===== src/rtl/invader_formation.sv =====
// Invader formation controller: kill handling, timed marching, edge reversal and drop,
// with outputs published once per video frame from an internal working copy.
module invader_formation #(
   parameter int         ROWS        = 5,
   parameter int         COLS        = 11,
   parameter logic [9:0] START_X     = 10'd40,
   parameter logic [9:0] START_Y     = 10'd60,
   parameter int         PITCH_X     = 16,
   parameter int         PITCH_Y     = 16,
   parameter int         INV_W       = 12,
   parameter int         INV_H       = 8,
   parameter int         STEP_X      = 2,
   parameter int         STEP_Y      = 8,
   parameter int         LEFT_BOUND  = 8,
   parameter int         RIGHT_BOUND = 632,
   parameter int         BOTTOM_Y    = 440,
   parameter int         MIN_PERIOD  = 2,
   localparam int        N           = ROWS * COLS,
   localparam int        IW          = $clog2(N),
   localparam int        CW          = $clog2(N + 1)
) (
   input  logic          clk,
   input  logic          rst_n,
   input  logic          frame,
   input  logic          start,
   input  logic          kill_valid,
   input  logic [IW-1:0] kill_idx,
   output logic [N-1:0]  alive,
   output logic [9:0]    form_x,
   output logic [9:0]    form_y,
   output logic          dir_left,
   output logic [CW-1:0] alive_count,
   output logic [1:0]    state,
   output logic          moved
);

   localparam logic [1:0] S_IDLE    = 2'b00;
   localparam logic [1:0] S_RUN     = 2'b01;
   localparam logic [1:0] S_LANDED  = 2'b10;
   localparam logic [1:0] S_CLEARED = 2'b11;

   localparam logic [15:0] N16    = 16'(N);
   localparam logic [15:0] PX16   = 16'(PITCH_X);
   localparam logic [15:0] PY16   = 16'(PITCH_Y);
   localparam logic [15:0] INVW16 = 16'(INV_W);
   localparam logic [15:0] INVH16 = 16'(INV_H);
   localparam logic [15:0] SX16   = 16'(STEP_X);
   localparam logic [15:0] LB16   = 16'(LEFT_BOUND);
   localparam logic [15:0] RB16   = 16'(RIGHT_BOUND);
   localparam logic [15:0] BY16   = 16'(BOTTOM_Y);
   localparam logic [15:0] MINP16 = 16'(MIN_PERIOD);
   localparam logic [9:0]  SX10   = 10'(STEP_X);
   localparam logic [9:0]  SY10   = 10'(STEP_Y);

   logic [N-1:0]    w_mask, k_mask, n_mask;
   logic [9:0]      w_x, w_y, n_x, n_y;
   logic            w_dir, n_dir;
   logic [CW-1:0]   w_count, k_count, n_count;
   logic [1:0]      w_st, n_st;
   logic [15:0]     fcnt, n_fcnt, period;
   logic            n_moved, kill_hit, lc_found, right_hit, left_hit;
   logic [COLS-1:0] col_any;
   logic [ROWS-1:0] row_any;
   logic [15:0]     lc, rc, br;

   // Kill is applied first so edges, bottom row and period see the post-kill formation.
   always_comb begin
      kill_hit = 1'b0;
      if (w_st == S_RUN && kill_valid && !start && (16'(kill_idx) < N16))
         kill_hit = w_mask[kill_idx];
      k_mask  = w_mask;
      k_count = w_count;
      if (kill_hit) begin
         k_mask[kill_idx] = 1'b0;
         k_count          = w_count - CW'(1);
      end

      col_any = '0;
      row_any = '0;
      for (int unsigned r = 0; r < ROWS; r++)
         for (int unsigned c = 0; c < COLS; c++)
            if (k_mask[r*COLS + c]) begin
               col_any[c] = 1'b1;
               row_any[r] = 1'b1;
            end

      lc       = '0;
      rc       = '0;
      br       = '0;
      lc_found = 1'b0;
      for (int unsigned c = 0; c < COLS; c++)
         if (col_any[c]) begin
            rc = 16'(c);
            if (!lc_found) begin
               lc       = 16'(c);
               lc_found = 1'b1;
            end
         end
      for (int unsigned r = 0; r < ROWS; r++)
         if (row_any[r]) br = 16'(r);

      right_hit = (16'(w_x) + rc * PX16 + INVW16 + SX16) > RB16;
      left_hit  = (16'(w_x) + lc * PX16) < (LB16 + SX16);
      period    = (16'(k_count) > MINP16) ? 16'(k_count) : MINP16;
   end

   always_comb begin
      n_mask  = k_mask;
      n_count = k_count;
      n_x     = w_x;
      n_y     = w_y;
      n_dir   = w_dir;
      n_st    = w_st;
      n_fcnt  = fcnt;
      n_moved = 1'b0;
      if (start) begin
         n_mask  = '1;
         n_count = CW'(N);
         n_x     = START_X;
         n_y     = START_Y;
         n_dir   = 1'b0;
         n_st    = S_RUN;
         n_fcnt  = '0;
      end else if (w_st == S_RUN) begin
         if (k_count == '0) begin
            n_st = S_CLEARED;
         end else if (frame) begin
            // >= rather than == so a period shrunk by kills still triggers
            if (fcnt >= period - 16'd1) begin
               n_fcnt  = '0;
               n_moved = 1'b1;
               if (w_dir ? left_hit : right_hit) begin
                  n_y   = w_y + SY10;
                  n_dir = ~w_dir;
                  if ((16'(n_y) + br * PY16 + INVH16) >= BY16)
                     n_st = S_LANDED;
               end else if (w_dir) begin
                  n_x = (w_x >= SX10) ? (w_x - SX10) : '0;
               end else begin
                  n_x = w_x + SX10;
               end
            end else begin
               n_fcnt = fcnt + 16'd1;
            end
         end
      end
   end

   always_ff @(posedge clk or negedge rst_n) begin
      if (!rst_n) begin
         w_mask      <= '0;
         w_x         <= START_X;
         w_y         <= START_Y;
         w_dir       <= 1'b0;
         w_count     <= '0;
         w_st        <= S_IDLE;
         fcnt        <= '0;
         alive       <= '0;
         form_x      <= START_X;
         form_y      <= START_Y;
         dir_left    <= 1'b0;
         alive_count <= '0;
         state       <= S_IDLE;
         moved       <= 1'b0;
      end else begin
         w_mask  <= n_mask;
         w_x     <= n_x;
         w_y     <= n_y;
         w_dir   <= n_dir;
         w_count <= n_count;
         w_st    <= n_st;
         fcnt    <= n_fcnt;
         moved   <= n_moved;
         if (frame) begin
            alive       <= n_mask;
            form_x      <= n_x;
            form_y      <= n_y;
            dir_left    <= n_dir;
            alive_count <= n_count;
            state       <= n_st;
         end
      end
   end

endmodule


===== config.mk =====
export PLATFORM = sky130hd
export DESIGN_NAME = invader_formation
export DESIGN_NICKNAME = d
export VERILOG_FILES = /design/src/rtl/invader_formation.sv
export SDC_FILE = /design/constraint.sdc
export NUM_CORES = 1
export LEC_CHECK = 0
export CELL_PAD_IN_SITES_DETAIL_PLACEMENT = 1
export CELL_PAD_IN_SITES_GLOBAL_PLACEMENT = 1
export CORE_ASPECT_RATIO = 0.6
export CORE_MARGIN = 2
export CORE_UTILIZATION = 45
export CTS_CLUSTER_DIAMETER = 30
export DETAILED_ROUTE_END_ITERATION = 7
export PLACE_DENSITY = 0.78
export SYNTH_ARGS = -nofsm -noshare
export SYNTH_HDL_FRONTEND = slang
export SYNTH_SLANG_ARGS = --single-unit

===== constraint.sdc =====
create_clock -name clk -period 6.81 [get_ports clk]
set_input_delay 2.043 -clock clk [delete_from_list [all_inputs] [get_ports clk]]
set_output_delay 2.043 -clock clk [all_outputs]
set_load 0.01 [all_outputs]

; Word-level counts from Yosys, hierarchy flattened
; Cells that the tools add are included.
[totals]
register_bits = 185
inputBits = 11
out_inout_bits = 85
wordCells = 240
[classes]
addsub = 12
magnitude_cmp = 9
n_eq_ne = 2
mux = 191
n_bitwise = 3
n_reduce_logical = 9
[ops]
columns = cell, count
row1 = 12-bit two-way mux, 29
row2 = 10-bit two-way mux, 14
row3 = 1-bit two-way mux, 128
row4 = 55-bit two-way mux, 2
row5 = 16-bit two-way mux, 5
row6 = 55-bit AND, 1
row7 = 55-bit NOT, 1
row8 = 10-bit by 16-bit adder with 16-bit output, 3
row9 = 16-bit by 4-bit adder with 16-bit output (second input constant), 2
row10 = 6-bit two-way mux, 3
row11 = 16-bit by 1-bit adder with 16-bit output (second input constant), 1
row12 = 16-bit by 2-bit adder with 16-bit output (second input constant), 1
row13 = 16-bit greater-or-equal comparator, 1
row14 = 16-bit by 9-bit greater-or-equal comparator with 1-bit output (second input constant), 1
row15 = 16-bit by 10-bit > comparator with 1-bit output (second input constant), 1
row16 = 16-bit by 4-bit less-than comparator with 1-bit output (second input constant), 1
row17 = 2-bit two-way mux, 8
row18 = 10-bit by 2-bit adder with 10-bit output (second input constant), 1
row19 = 10-bit by 4-bit adder with 10-bit output (second input constant), 1
row20 = 10-bit by 2-bit greater-or-equal comparator with 1-bit output (second input constant), 1
row21 = 10-bit by 2-bit subtractor with 10-bit output (second input constant), 1
row22 = 6-bit by 7-bit less-than comparator with 1-bit output (second input constant), 1
row23 = 6-bit by 1-bit subtractor with 7-bit output (second input constant), 1
row24 = 1-bit binary-select mux with 6-bit select, 1
row25 = 13 further kinds, 17

; Depth between registers and ports, before layout
; Gate-level depths: netlist of the first run.
[logic_depth]
depth_word = 42
ltp_mapped = 31
depth_no_buf = 24

; Worst setup path before layout of the first run
; OpenSTA, ideal clock, no wires.
[synth_timing]
kind = input-to-reg
from = in kill_idx[0]
to = reg form_x[3]
setup_ns = 0.082
t_arrival_ns = 7.547
required_time_ns = 6.728
path_slack_ns = -0.819
path_stages = 26
n_path_buf = 3
path_cell_list = buf_6 -> or3b_1 -> o21ai_1 -> o211ai_1 -> o21a_1 -> a31o_2 -> buf_4 -> or2_2 -> o21ai_0 -> nand4_1 -> o21ba_2 -> o21ai_0 -> a21oi_1 -> ha_1 -> o31a_1 -> o21ai_0 -> nand2b_1 -> a21o_1 -> a21oi_1 -> or3b_1 -> a21o_1 -> a31o_2 -> clkbuf_1 -> o31a_1 -> or4b_4 -> mux2_4
[synth_via]
elab_chain_cells = 42
elab_cells_between_ends = 127
classes_between = 5 x add/sub / 7 x order compare / 110 x mux / 2 x bitwise / 3 x reduce/logical
[synth_lines]
columns = element, line
row1 = from (decl), 27  ; input logic [IW-1:0] kill_idx,
row2 = branches (longest 39 deep; another with 6-bit by 7-bit less-than comparator with 1-bit output), --
row3 = 10-bit two-way mux *, 125  ; if (k_count == '0) begin
row4 = 10-bit two-way mux *, 124  ; end else if (w_st == S_RUN) begin
row5 = 10-bit two-way mux *, 116  ; if (start) begin
row6 = via n_x[3], 56  ; logic [9:0] w_x, w_y, n_x, n_y;
row7 = to (signal assigned), 176  ; form_x <= n_x;
row8 = to (decl), 29  ; output logic [9:0] form_x,
; Mark *: on every way through the listed nets, which the timed path passes. The select of a mux whose other input is x is not followed.
; A chain may end at the register's enable or synchronous reset.

; Worst setup path in the final report of the first run
[layout_timing]
from = in start
to = reg form_x[3]
[layout_via]
elab_chain_cells = 40
elab_cells_between_ends = 119
classes_between = 5 x add/sub / 4 x order compare / 106 x mux / 4 x reduce/logical
[layout_lines]
columns = element, line
row1 = from (decl), 25  ; input logic start,
row2 = branches (longest 39 deep; another with 55-bit two-way mux), --
row3 = 10-bit two-way mux *, 116
row4 = via n_x[3], 56
; Mark *: on every way through the listed nets, which the timed path passes.

==> results by group, run 1 <==
Place
  • Post-placement cell count: 1606
  • Detail Placement HPWL: 28300 um
  • Port bufs: 95
  • RD Place Congestion: 0.996
  • Worst slack at placement: -1320 ps
  • Placed cell area: 12800 sq um

Floorplanning
  • Die Y: 120 um
  • Core ar.: 22100 sq um
  • Starting Density: 46.0%
  • Die X: 198 um
  • Placement Rows: 42
  • Num ports: 96
  • Die area: 23900 sq um

Route
  • Vias: 11.0k
  • Final antenna-violating net count: 0
  • Average vias per placed instance: 6.44
  • Drt drc: 0
  • Starting DRT DRC Count: 1099
  • Final wirelength: 47700 um
  • Drt pass-1 iters: 5
  • Wire per inst: 28.0 um

Min path
  • Hold Path Stages: 1
  • Hold Startpoint: alive[53]
  • Hold worst-path end: alive[53]
  • Hold Path Class: register to register

Cells and area
  • Layout cells sized above 1: 33.6%
  • Layout area overhead: 44.2%
  • # fillers: 2347
  • Fin area: 14700 sq um
  • Antenna cell count: 0
  • Register Area: 4640 sq um
  • Final Net Count: 1428
  • Final cell count without fillers: 1703
  • Multi-input logic area: 5830 sq um

Setup path
  • Critical path's largest stage delay: 500 ps
  • Startpoint types: input pin
  • Worst-path cell chain: clkdlybuf4s50_1 -> and4bb_2 -> buf_4 -> nand3_1 -> buf_4 -> o21ai_0 -> nand4b_1 -> o211ai_1 -> a41oi_1 -> o21bai_1 -> a21oi_1 -> o31a_1 -> ha_1 -> fa_1 -> nor4_1 -> and4b_2 -> a31o_2 -> buf_6 -> or4_1 -> or4b_4 -> mux2_4
  • CP Data Arrival Time: 7820 ps
  • Reg-to-Reg Start: w_mask[42]
  • FF-to-FF setup slack: 800 ps
  • CP max stage cell: clkdlybuf4s50_1
  • Crit. End Element: register
  • Worst Setup SP: start
  • R2R Path End: form_x[3]
  • Crit Path Max Fanout: 6
  • Worst path most repeated cell: buf_4
  • Critical path class: input pin to register
  • Reg2Reg Depth: 26
  • Worst endpoint required time: 7220 ps

Logic synthesis
  • Post-synth ARST share: 100%
  • Seq/Total Area, Yosys: 45.7%
  • Synth Register Bits: 185
  • Ys Warns: 0
  • Primary FF master, synth: dfrtp_1
  • Number of synthesized flops with an enable pin: 0
  • Post-Syn Instances: 1071
  • Post-Syn Nets: 1117
  • Yosys cell types: 80
  • Netlist Area Pre-Place: 10200 sq um
  • Mapped Avg Cell Area: 9.50 sq um

Outcome
  • Failing checks: setup timing
  • Status: complete, but fails checks

Global route
  • Initial antenna violation count: 2
  • Total GRT Usage: 35.7%
  • Largest net degree at the start of global routing: 95
  • Vias in the first global route: 10.5k
  • Grt total ovfl: 0
  • Global-route wire length before repair: 63400 um

Power
  • Total power divided by cell area: 167 nW/um^2
  • Worst VDD drop: 0.000184 V
  • Final Power: 0.00244 W
  • Pleak: 5.90 nW

Timing
  • Hold Vio Cnt, Final: 0
  • RSZ-0062 raised after global routing: true
  • Actual slew at the worst max-slew pin: 894 ps
  • Setup TNS: -17810 ps
  • Final Worst Setup Slack: -602 ps
  • Post-route minimum period: 7410 ps
  • Final Setup Violations: 56
  • Layout Skew: 19.3 ps
  • Period utilization: 109%
  • Relative slew slack: 40.4%
  • Max Freq: 135 MHz
  • Slew Viols, Final: 0

CTS
  • Clk sink count: 185
  • TritonCTS clock tree: built
  • Clk root buf: clkbuf_16
  • Number of H-tree levels: 4
  • Hold buffers post-CTS: 0
  • TritonCTS Buffers: 17
  • Clock latency on the worst-skew pair: 490 ps
  • Clock tree buffer depth: 2
  • Worst-path clk slew: 80 ps

Run
  • Maxcap violations: 0
[registers in the layout, indices dropped and copies added, names as in the netlist, 6 cells and up]
register / flops
alive: 55
alive_count: 6
fcnt: 16
form_x: 10
form_y: 10
w_count: 6
w_mask: 55
w_x: 10
w_y: 10
[layer usage]
layer	vias to the layer above	track usage (%)	part of all wire, %
met1	5558	51.7	43
met3	162	10.6	9.8
li1	4516	-	-
met2	733	52.1	44
met4	0	9.40	3.4
met5	-	0	0
[power by group]
| part | leakage [nW] | total (W) | internal [W] | switching (W) |
|---|---|---|---|---|
| sequential | 1.91 | 0.00112 | 0.00111 | 0.0000121 |
| clock | 0.292 | 0.00105 | 0.000497 | 0.000550 |
| combinational | 3.70 | 0.000278 | 0.000113 | 0.000165 |
| total | 5.90 | 0.00244 | 0.00172 | 0.000727 |
[critical path, delay by kind of cell]
family	cells	cell delay (ps)
buffers and inverters	4	1020
AO/OA/AOI/OAI	7	1680
adder cells (fa/ha/maj)	2	700
multiplexers	1	290
AND/OR/NAND/NOR	7	2120
[cells by family (layout without fill, tap and decap cells)]
logic type	count (synthesis)	in the layout	share of synthesized area [%]
and+or+nand+nor	398	398	19.3
AOI/OAI and AO/OA	281	282	18.5
DFF	185	185	45.7
buffers and inverters	95	418	3.95
muxes	46	46	5.50
adders and majority gates	35	35	4.38
xor gates and xnor gates	31	31	2.67
[how the worst max path moves through the flow]
stage                      to  slack, ps  cells past startpoint
finish              form_x[3]       -600                     21
global route        form_x[3]       -610                     21
CTS                 form_x[3]       -140                     26
detailed placement  form_x[6]      -1320                     27
global placement    form_x[6]      -1170                     25
floorplan           form_x[3]       -450                     26
[per-stage QoR]
| step | utilization, % | hold slack [ps] |
|---|---|---|
| floorplan | - | 457 |
| global route | 66.3 | 530 |
| finish | 66.3 | 509 |
| global placement | 57.7 | 474 |
| detailed placement | 57.7 | 477 |
| CTS | 63.3 | 495 |
[what timing repair did]
item / 4_1_cts / 5_1_grt
setup buffers: 41 / 23
cloned: 1 / 3
endpoints found under the setup margin: 57 / 57
resized for setup: 93 / 101
pin swaps: 46 / 67
[layout by cell type (no fill, tap or decap), types with 17 or more instances in the layout]
| cell | synthesis | routed |
|---|---|---|
| mux2_2 | 22 | 21 |
| o21ai_1 | 1 | 17 |
| or2_2 | 19 | 17 |
| nor2_1 | 121 | 114 |
| inv_1 | 30 | 30 |
| a21oi_1 | 34 | 24 |
| nand2_1 | 99 | 94 |
| ha_1 | 34 | 31 |
| nand3_1 | 31 | 26 |
| clkbuf_16 | 0 | 19 |
| buf_6 | 3 | 22 |
| a31oi_1 | 62 | 59 |
| buf_4 | 4 | 230 |
| o21ai_0 | 68 | 44 |
| xnor2_1 | 22 | 20 |
| dfrtp_1 | 173 | 173 |
| clkdlybuf4s50_1 | 0 | 87 |
[layout make-up]
cell class | instances | share of cell area (%)
Inverter | 32 | 0.827
Sequential cell | 185 | 31.7
Tap cell | 308 | 2.63
Clock inverter | 15 | 1.13
Timing Repair Buffer | 354 | 21.1
Multi-Input combinational cell | 792 | 39.7
Clock buffer | 17 | 2.90
[Yosys cell counts, types with 4 or more instances]
| cell type | n | area (sq um) |
|---|---|---|
| a211oi_1 | 7 | 52.6 |
| a21o_1 | 10 | 75.1 |
| a21oi_1 | 34 | 170 |
| a31oi_1 | 62 | 388 |
| a41oi_1 | 4 | 35.0 |
| and2_1 | 4 | 25.0 |
| and3_1 | 8 | 50.1 |
| buf_2 | 6 | 30.0 |
| buf_4 | 4 | 30.0 |
| clkbuf_1 | 49 | 184 |
| dfrtp_1 | 173 | 4330 |
| dfstp_2 | 12 | 315 |
| ha_1 | 34 | 425 |
| inv_1 | 30 | 113 |
| mux2_2 | 22 | 248 |
| mux2i_1 | 15 | 150 |
| mux4_2 | 5 | 113 |
| nand2_1 | 99 | 372 |
| nand2b_1 | 13 | 81.3 |
| nand3_1 | 31 | 155 |
| nand3b_1 | 6 | 45.0 |
| nand4_1 | 13 | 81.3 |
| nor2_1 | 121 | 454 |
| nor2b_1 | 14 | 87.6 |
| nor3_1 | 20 | 100 |
| nor4_1 | 11 | 68.8 |
| o211ai_1 | 10 | 75.1 |
| o21a_1 | 10 | 75.1 |
| o21ai_0 | 68 | 340 |
| o21bai_1 | 4 | 30.0 |
| o2bb2ai_1 | 7 | 61.3 |
| o31a_1 | 8 | 70.1 |
| o31ai_1 | 20 | 150 |
| o32ai_1 | 4 | 35.0 |
| o41ai_1 | 4 | 35.0 |
| or2_2 | 19 | 119 |
| or3_1 | 13 | 81.3 |
| or3b_1 | 5 | 43.8 |
| xnor2_1 | 22 | 193 |
| xor2_1 | 9 | 78.8 |
Note: power is estimated with default switching activity, not from simulation.
==> run 2: changes to the inputs <==
GPL_TIMING_DRIVEN = 0   (was not set)
==> run 2 against run 1 <==
  * The flow still finishes with violations (setup timing)
  * Final cell count is 6.9% lower
  * Fmax is 1.0% lower
  * Setup slack worse by 76 ps
  * Design area is 4.4% lower
  * Critical path depth increased by 6
  * Routed wire length decreased by 9.0%
  * Critical path type unchanged
==> results by group, run 2 (synthesis results as in run 1) <==
Floorplanning
  • Core ar.: 22100 sq um
  • Die Y: 120 um
  • Starting Density: 46.0%
  • Placement Rows: 42
  • Die area: 23900 sq um
  • Num ports: 96
  • Die X: 198 um

Cells and area
  • Largest regs: alive: 55 flops, w_mask: 55 flops, fcnt: 16 flops
  • Final cell count without fillers: 1585
  • Most common cell after layout, fill and taps aside: dfrtp_1
  • Fin area: 14000 sq um
  • Final Net Count: 1309
  • # fillers: 2379
  • Layout cells sized above 1: 27.2%
  • Commonest non-fill, non-tap cells in the layout: dfrtp_1, nor2_1, nand2_1, clkdlybuf4s50_1, buf_4
  • Layout area overhead: 37.9%

Setup path
  • Startpoint types: input pin
  • Worst Setup SP: kill_idx[4]
  • R2R Path End: form_x[3]
  • Crit. End Element: register
  • Crit Path Max Fanout: 8
  • Reg-to-Reg Start: w_mask[45]
  • Critical path class: input pin to register
  • Worst endpoint required time: 7210 ps
  • FF-to-FF setup slack: 820 ps
  • CP Data Arrival Time: 7890 ps
  • Reg2Reg Depth: 25
  • Critical path destination: form_x[3]

Route
  • Wire per inst: 27.4 um
  • Final antenna-violating net count: 0
  • Drt pass-1 iters: 5
  • Vias: 10.2k
  • Final wirelength: 43400 um
  • Starting DRT DRC Count: 952
  • Drt drc: 0
  • Average vias per placed instance: 6.46

Power
  • Psw: 0.000717 W
  • Seq pwr share: 46.3%
  • Final Power: 0.00241 W
  • Pint: 0.00170 W
  • Comb power frac: 11.6%
  • Clock power frac: 42.2%
  • Pleak: 5.26 nW
  • Sw Share: 29.7%
  • Worst VDD drop: 0.000164 V
  • Total power divided by cell area: 172 nW/um^2

Outcome
  • Status: complete, but fails checks
  • Failing checks: setup timing

CTS
  • TritonCTS clock tree: built
  • TritonCTS Buffers: 17
  • Number of H-tree levels: 4
  • Clk root buf: clkbuf_16
  • Clk sink count: 185
  • Worst-path clk slew: 80 ps
  • Clock latency on the worst-skew pair: 480 ps
  • Clock tree buffer depth: 2

Timing
  • Actual slew at the worst max-slew pin: 1350 ps
  • Slew Viols, Final: 0
  • Relative slew slack: 8.91%
  • Final Setup Violations: 56
  • Final Worst Setup Slack: -678 ps
  • Hold Vio Cnt, Final: 0
  • Max Freq: 134 MHz
  • Post-route minimum period: 7490 ps
  • Setup TNS: -21760 ps
  • Layout Skew: 15.3 ps
  • RSZ-0062 raised after global routing: true
  • Period utilization: 110%

Place
  • Detail Placement HPWL: 27400 um
  • Port bufs: 95
  • Placed cell area: 11600 sq um
  • Post-placement cell count: 1475
  • RD Place Congestion: 0.972

Run
  • Maxcap violations: 0

Global route
  • Total GRT Usage: 35.6%
  • Global-route wire length before repair: 62900 um
  • Grt total ovfl: 0
  • Largest net degree at the start of global routing: 102
  • Vias in the first global route: 10.3k
  • Initial antenna violation count: 1

Min path
  • Hold Path Class: register to register
## run 2: changes by cell type in the layout (fill, tap and decap cells not counted), sizes merged, moves of 2 or more
cell,delta
clkinv,-3
buf,-160
clkbuf,+43
inv,+2
dlygate4sd2,-3
## run 2: final cells by class
| type | count | area [sq um] | area share, % |
|---|---|---|---|
| multi-input combinational | 791 | 6180 | 44.1 |
| sequential | 185 | 4640 | 33.1 |
| timing repair buffer | 176 | 1740 | 12.4 |
| clock buffer | 17 | 425 | 3.03 |
| tap | 308 | 385 | 2.75 |
| buffer | 60 | 383 | 2.73 |
| clock inverter | 15 | 146 | 1.04 |
| inverter | 32 | 120 | 0.856 |
| antenna | 1 | 2.50 | 0.0178 |
## run 2: worst min path at each step
stage / startpoint / end / slack, ps / cells after the start
after floorplan: fcnt[15] / fcnt[15] / 460 / 1
after detailed placement: form_y[8] / form_y[8] / 480 / 1
after global placement: form_y[8] / form_y[8] / 470 / 1
after global routing: form_y[9] / form_y[9] / 520 / 1
final: form_x[6] / form_x[6] / 490 / 1
after CTS: form_y[8] / form_y[8] / 500 / 1
## run 2: metrics by stage
stage          util (%)  hold slack, ps  worst slack, ps
2_1_floorplan         -             457             -453
3_3_place_gp       52.4             475            -4180
3_5_place_dp       52.6             478            -2340
4_1_cts            60.2             497             -384
5_1_grt            63.4             520             -769
6_report           63.4             495             -678
## run 2: timing repair
item | CTS | global route
setup endpoints to repair | 57 | 57
gates resized for setup | 196 | 103
pin swaps | 57 | 71
cloned | 4 | 0
hold endpoints to repair | 0 | 0
hold buffers | 0 | 0
buffers inserted | 50 | 28
## run 2: power groups by stage
stage	Combinational (W)	Sequential (W)	Clock, W
2_1_floorplan	0.000101	0.00114	0
3_3_place_gp	0.000188	0.00114	0
3_5_place_dp	0.000195	0.00114	0
4_1_cts	0.000237	0.00112	0.00102
5_1_grt	0.000292	0.00112	0.00107
6_report	0.000279	0.00112	0.00102
## run 2: critical path, cell delays in order
cell      delay, ps
buf_2           170
or3b_1          410
buf_6           130
a21oi_1         160
nand3_1         160
and3_4          240
a31o_4          260
buf_8           140
buf_6           110
or3_4           380
a21oi_2         150
o21ai_2         100
nor2_4          180
a211oi_2        110
a31oi_2         260
ha_4            230
xor2_2           70
ha_1            350
a21o_1          210
a211oi_2        260
o21bai_1        140
a31oi_2         270
o21ai_4         130
nor2b_4         200
a41o_1          210
or4b_4          530
mux2_4          270
## run 2: per-layer routing
metal	GRT usage [%]	routed length, um
met5	0	0
met4	11.8	1080
met3	12.3	4370
met2	49.9	18800
met1	51.2	19100
==> run 3: changes to the inputs <==
CTS_CLUSTER_SIZE = 16   (was not set)
clock period = 9.5 ns   (was 6.81 ns; I/O delays follow)
==> run 3 against run 2 <==
  * The flow now finishes without violations
  * Critical path type unchanged
  * Design area is 12% lower
  * Sequential cell count stayed put
  * Clock skew hardly changed
  * Sequential share of layout area is 4.6 points higher
  * Largest cell class unchanged
==> results by group, run 3 (synthesis results as in run 1) <==
Floorplanning
  • Num ports: 96
  • Die X: 198 um
  • Core ar.: 22100 sq um
  • Die Y: 120 um
  • Placement Rows: 42
  • Die area: 23900 sq um
  • Starting Density: 46.0%

CTS
  • TritonCTS Buffers: 17
  • Clk root buf: clkbuf_16
  • Clock tree buffer depth: 2
  • Clk sink count: 185
  • Number of H-tree levels: 4
  • Hold buffers post-CTS: 0
  • Clock latency on the worst-skew pair: 450 ps
  • Worst-path clk slew: 70 ps
  • TritonCTS clock tree: built

Cells and area
  • Final Net Count: 1244
  • # fillers: 2476
  • Commonest non-fill, non-tap cells in the layout: dfrtp_1, nor2_1, nand2_1, clkdlybuf4s50_1, o21ai_0
  • Antenna cell count: 0
  • Largest regs: alive: 55 flops, w_mask: 55 flops, fcnt: 16 flops
  • Most common cell after layout, fill and taps aside: dfrtp_1
  • Final cell count without fillers: 1519
  • Layout area overhead: 21.2%
  • Layout cells sized above 1: 12.9%

Power
  • Total power divided by cell area: 133 nW/um^2
  • Final Power: 0.00163 W
  • Sw Share: 26.7%
  • Pleak: 4.63 nW
  • Worst VDD drop: 0.000137 V
  • Psw: 0.000437 W
  • Comb power frac: 9.0%
  • Clock power frac: 42.0%
  • Pint: 0.00120 W
  • Seq pwr share: 49.0%

Setup path
  • CP max stage cell: clkdlybuf4s50_1
  • Crit Path Max Fanout: 10
  • Worst endpoint required time: 9880 ps
  • Critical path's largest stage delay: 550 ps
  • Startpoint types: input pin
  • CP Data Arrival Time: 9680 ps
  • Critical path class: input pin to register
  • Crit. End Element: register

Route
  • Wire per inst: 24.5 um
  • Vias: 9431
  • Drt pass-1 iters: 5
  • Final antenna-violating net count: 0
  • Average vias per placed instance: 6.21
  • Final wirelength: 37200 um
  • Drt drc: 0
  • Starting DRT DRC Count: 817

Timing
  • Setup TNS: 0 ps
  • Max Freq: 108 MHz
  • Actual slew at the worst max-slew pin: 1390 ps
  • Relative slew slack: 6.40%
  • Final Setup Violations: 0
  • Slew Viols, Final: 0
  • Hold Vio Cnt, Final: 0
  • Layout Skew: 15.2 ps
  • Period utilization: 97.9%
  • Post-route minimum period: 9300 ps

Global route
  • Total GRT Usage: 32.2%
  • Global-route wire length before repair: 57100 um
  • Initial antenna violation count: 0
  • Largest net degree at the start of global routing: 120
  • Vias in the first global route: 9387
  • Grt total ovfl: 0

Place
  • Post-placement cell count: 1475
  • Detail Placement HPWL: 27500 um
  • Port bufs: 95
  • RD Place Congestion: 1.00

Min path
  • Hold Path Class: register to register

Outcome
  • Status: finished, final reports clean

Run
  • Maxcap violations: 0
## run 3: final cells by class
cell class | count | area [sq um] | area share, %
multi-input combinational | 791 | 5260 | 42.7
timing repair buffer | 109 | 1090 | 8.81
clock buffer | 24 | 482 | 3.91
buffer | 62 | 288 | 2.33
tap | 308 | 385 | 3.13
inverter | 32 | 120 | 0.974
sequential | 185 | 4640 | 37.7
clock inverter | 8 | 63.8 | 0.518
## run 3: path summary, 6_finish.rpt
check | startpoint | end | slack, ps | cells after the start
setup / recovery | kill_idx[0] | form_x[3] | 200 | 27
hold / removal | form_x[1] | form_x[1] | 490 | 2
setup reg to reg | w_st[1] | form_x[3] | 2720 | 22
hold reg to reg | form_x[1] | form_x[1] | 490 | 2
max in group asynchronous | rst_n | w_count[1] | 6130 | 2
min in group asynchronous | rst_n | alive[35] | 2350 | 1
## run 3: power by group through the flow
| stage | combinational, W | sequential [W] | clock [W] |
|---|---|---|---|
| 6_report | 0.000148 | 0.000800 | 0.000686 |
| 5_1_grt | 0.000158 | 0.000801 | 0.000722 |
| 4_1_cts | 0.000140 | 0.000800 | 0.000691 |
| 3_5_place_dp | 0.000137 | 0.000815 | 0 |
| 3_3_place_gp | 0.000131 | 0.000815 | 0 |
| 2_1_floorplan | 0.0000696 | 0.000815 | 0 |
## run 3: layer usage
| metal | wire [um] | global-route usage, % | up-vias |
|---|---|---|---|
| met2 | 15100 | 43.9 | 433 |
| met4 | 512 | 7.75 | 0 |
| met5 | 0 | 0 | - |
| met1 | 17900 | 49.7 | 4818 |
| li1 | - | - | 4143 |
| met3 | 3670 | 9.09 | 37 |
## run 3: through the flow
step           utilization [%]  instance area, sq um  hold slack, ps  setup slack, ps
2_1_floorplan                -                 10200             457             1060
5_1_grt                   55.7                 12300             513            -30.3
3_3_place_gp              52.0                 11500             473            -2250
6_report                  55.7                 12300             489              203
3_5_place_dp              52.2                 11500             477            -1040
4_1_cts                   54.9                 12100             496             68.1
## run 3: timing repair
action | 4_1_cts | 5_1_grt
endpoints found under the setup margin | 41 | 38
buffers inserted | 0 | 13
pin swaps | 1 | 7
gates resized for setup | 16 | 26
## run 3: critical path, delay by kind of cell
| family | cells | cell delay, ps |
|---|---|---|
| adder cells (fa/ha/maj) | 1 | 330 |
| AND/OR/NAND/NOR | 7 | 2040 |
| AO/OA/AOI/OAI | 13 | 2940 |
| multiplexers | 2 | 430 |
| buffers and inverters | 4 | 1080 |
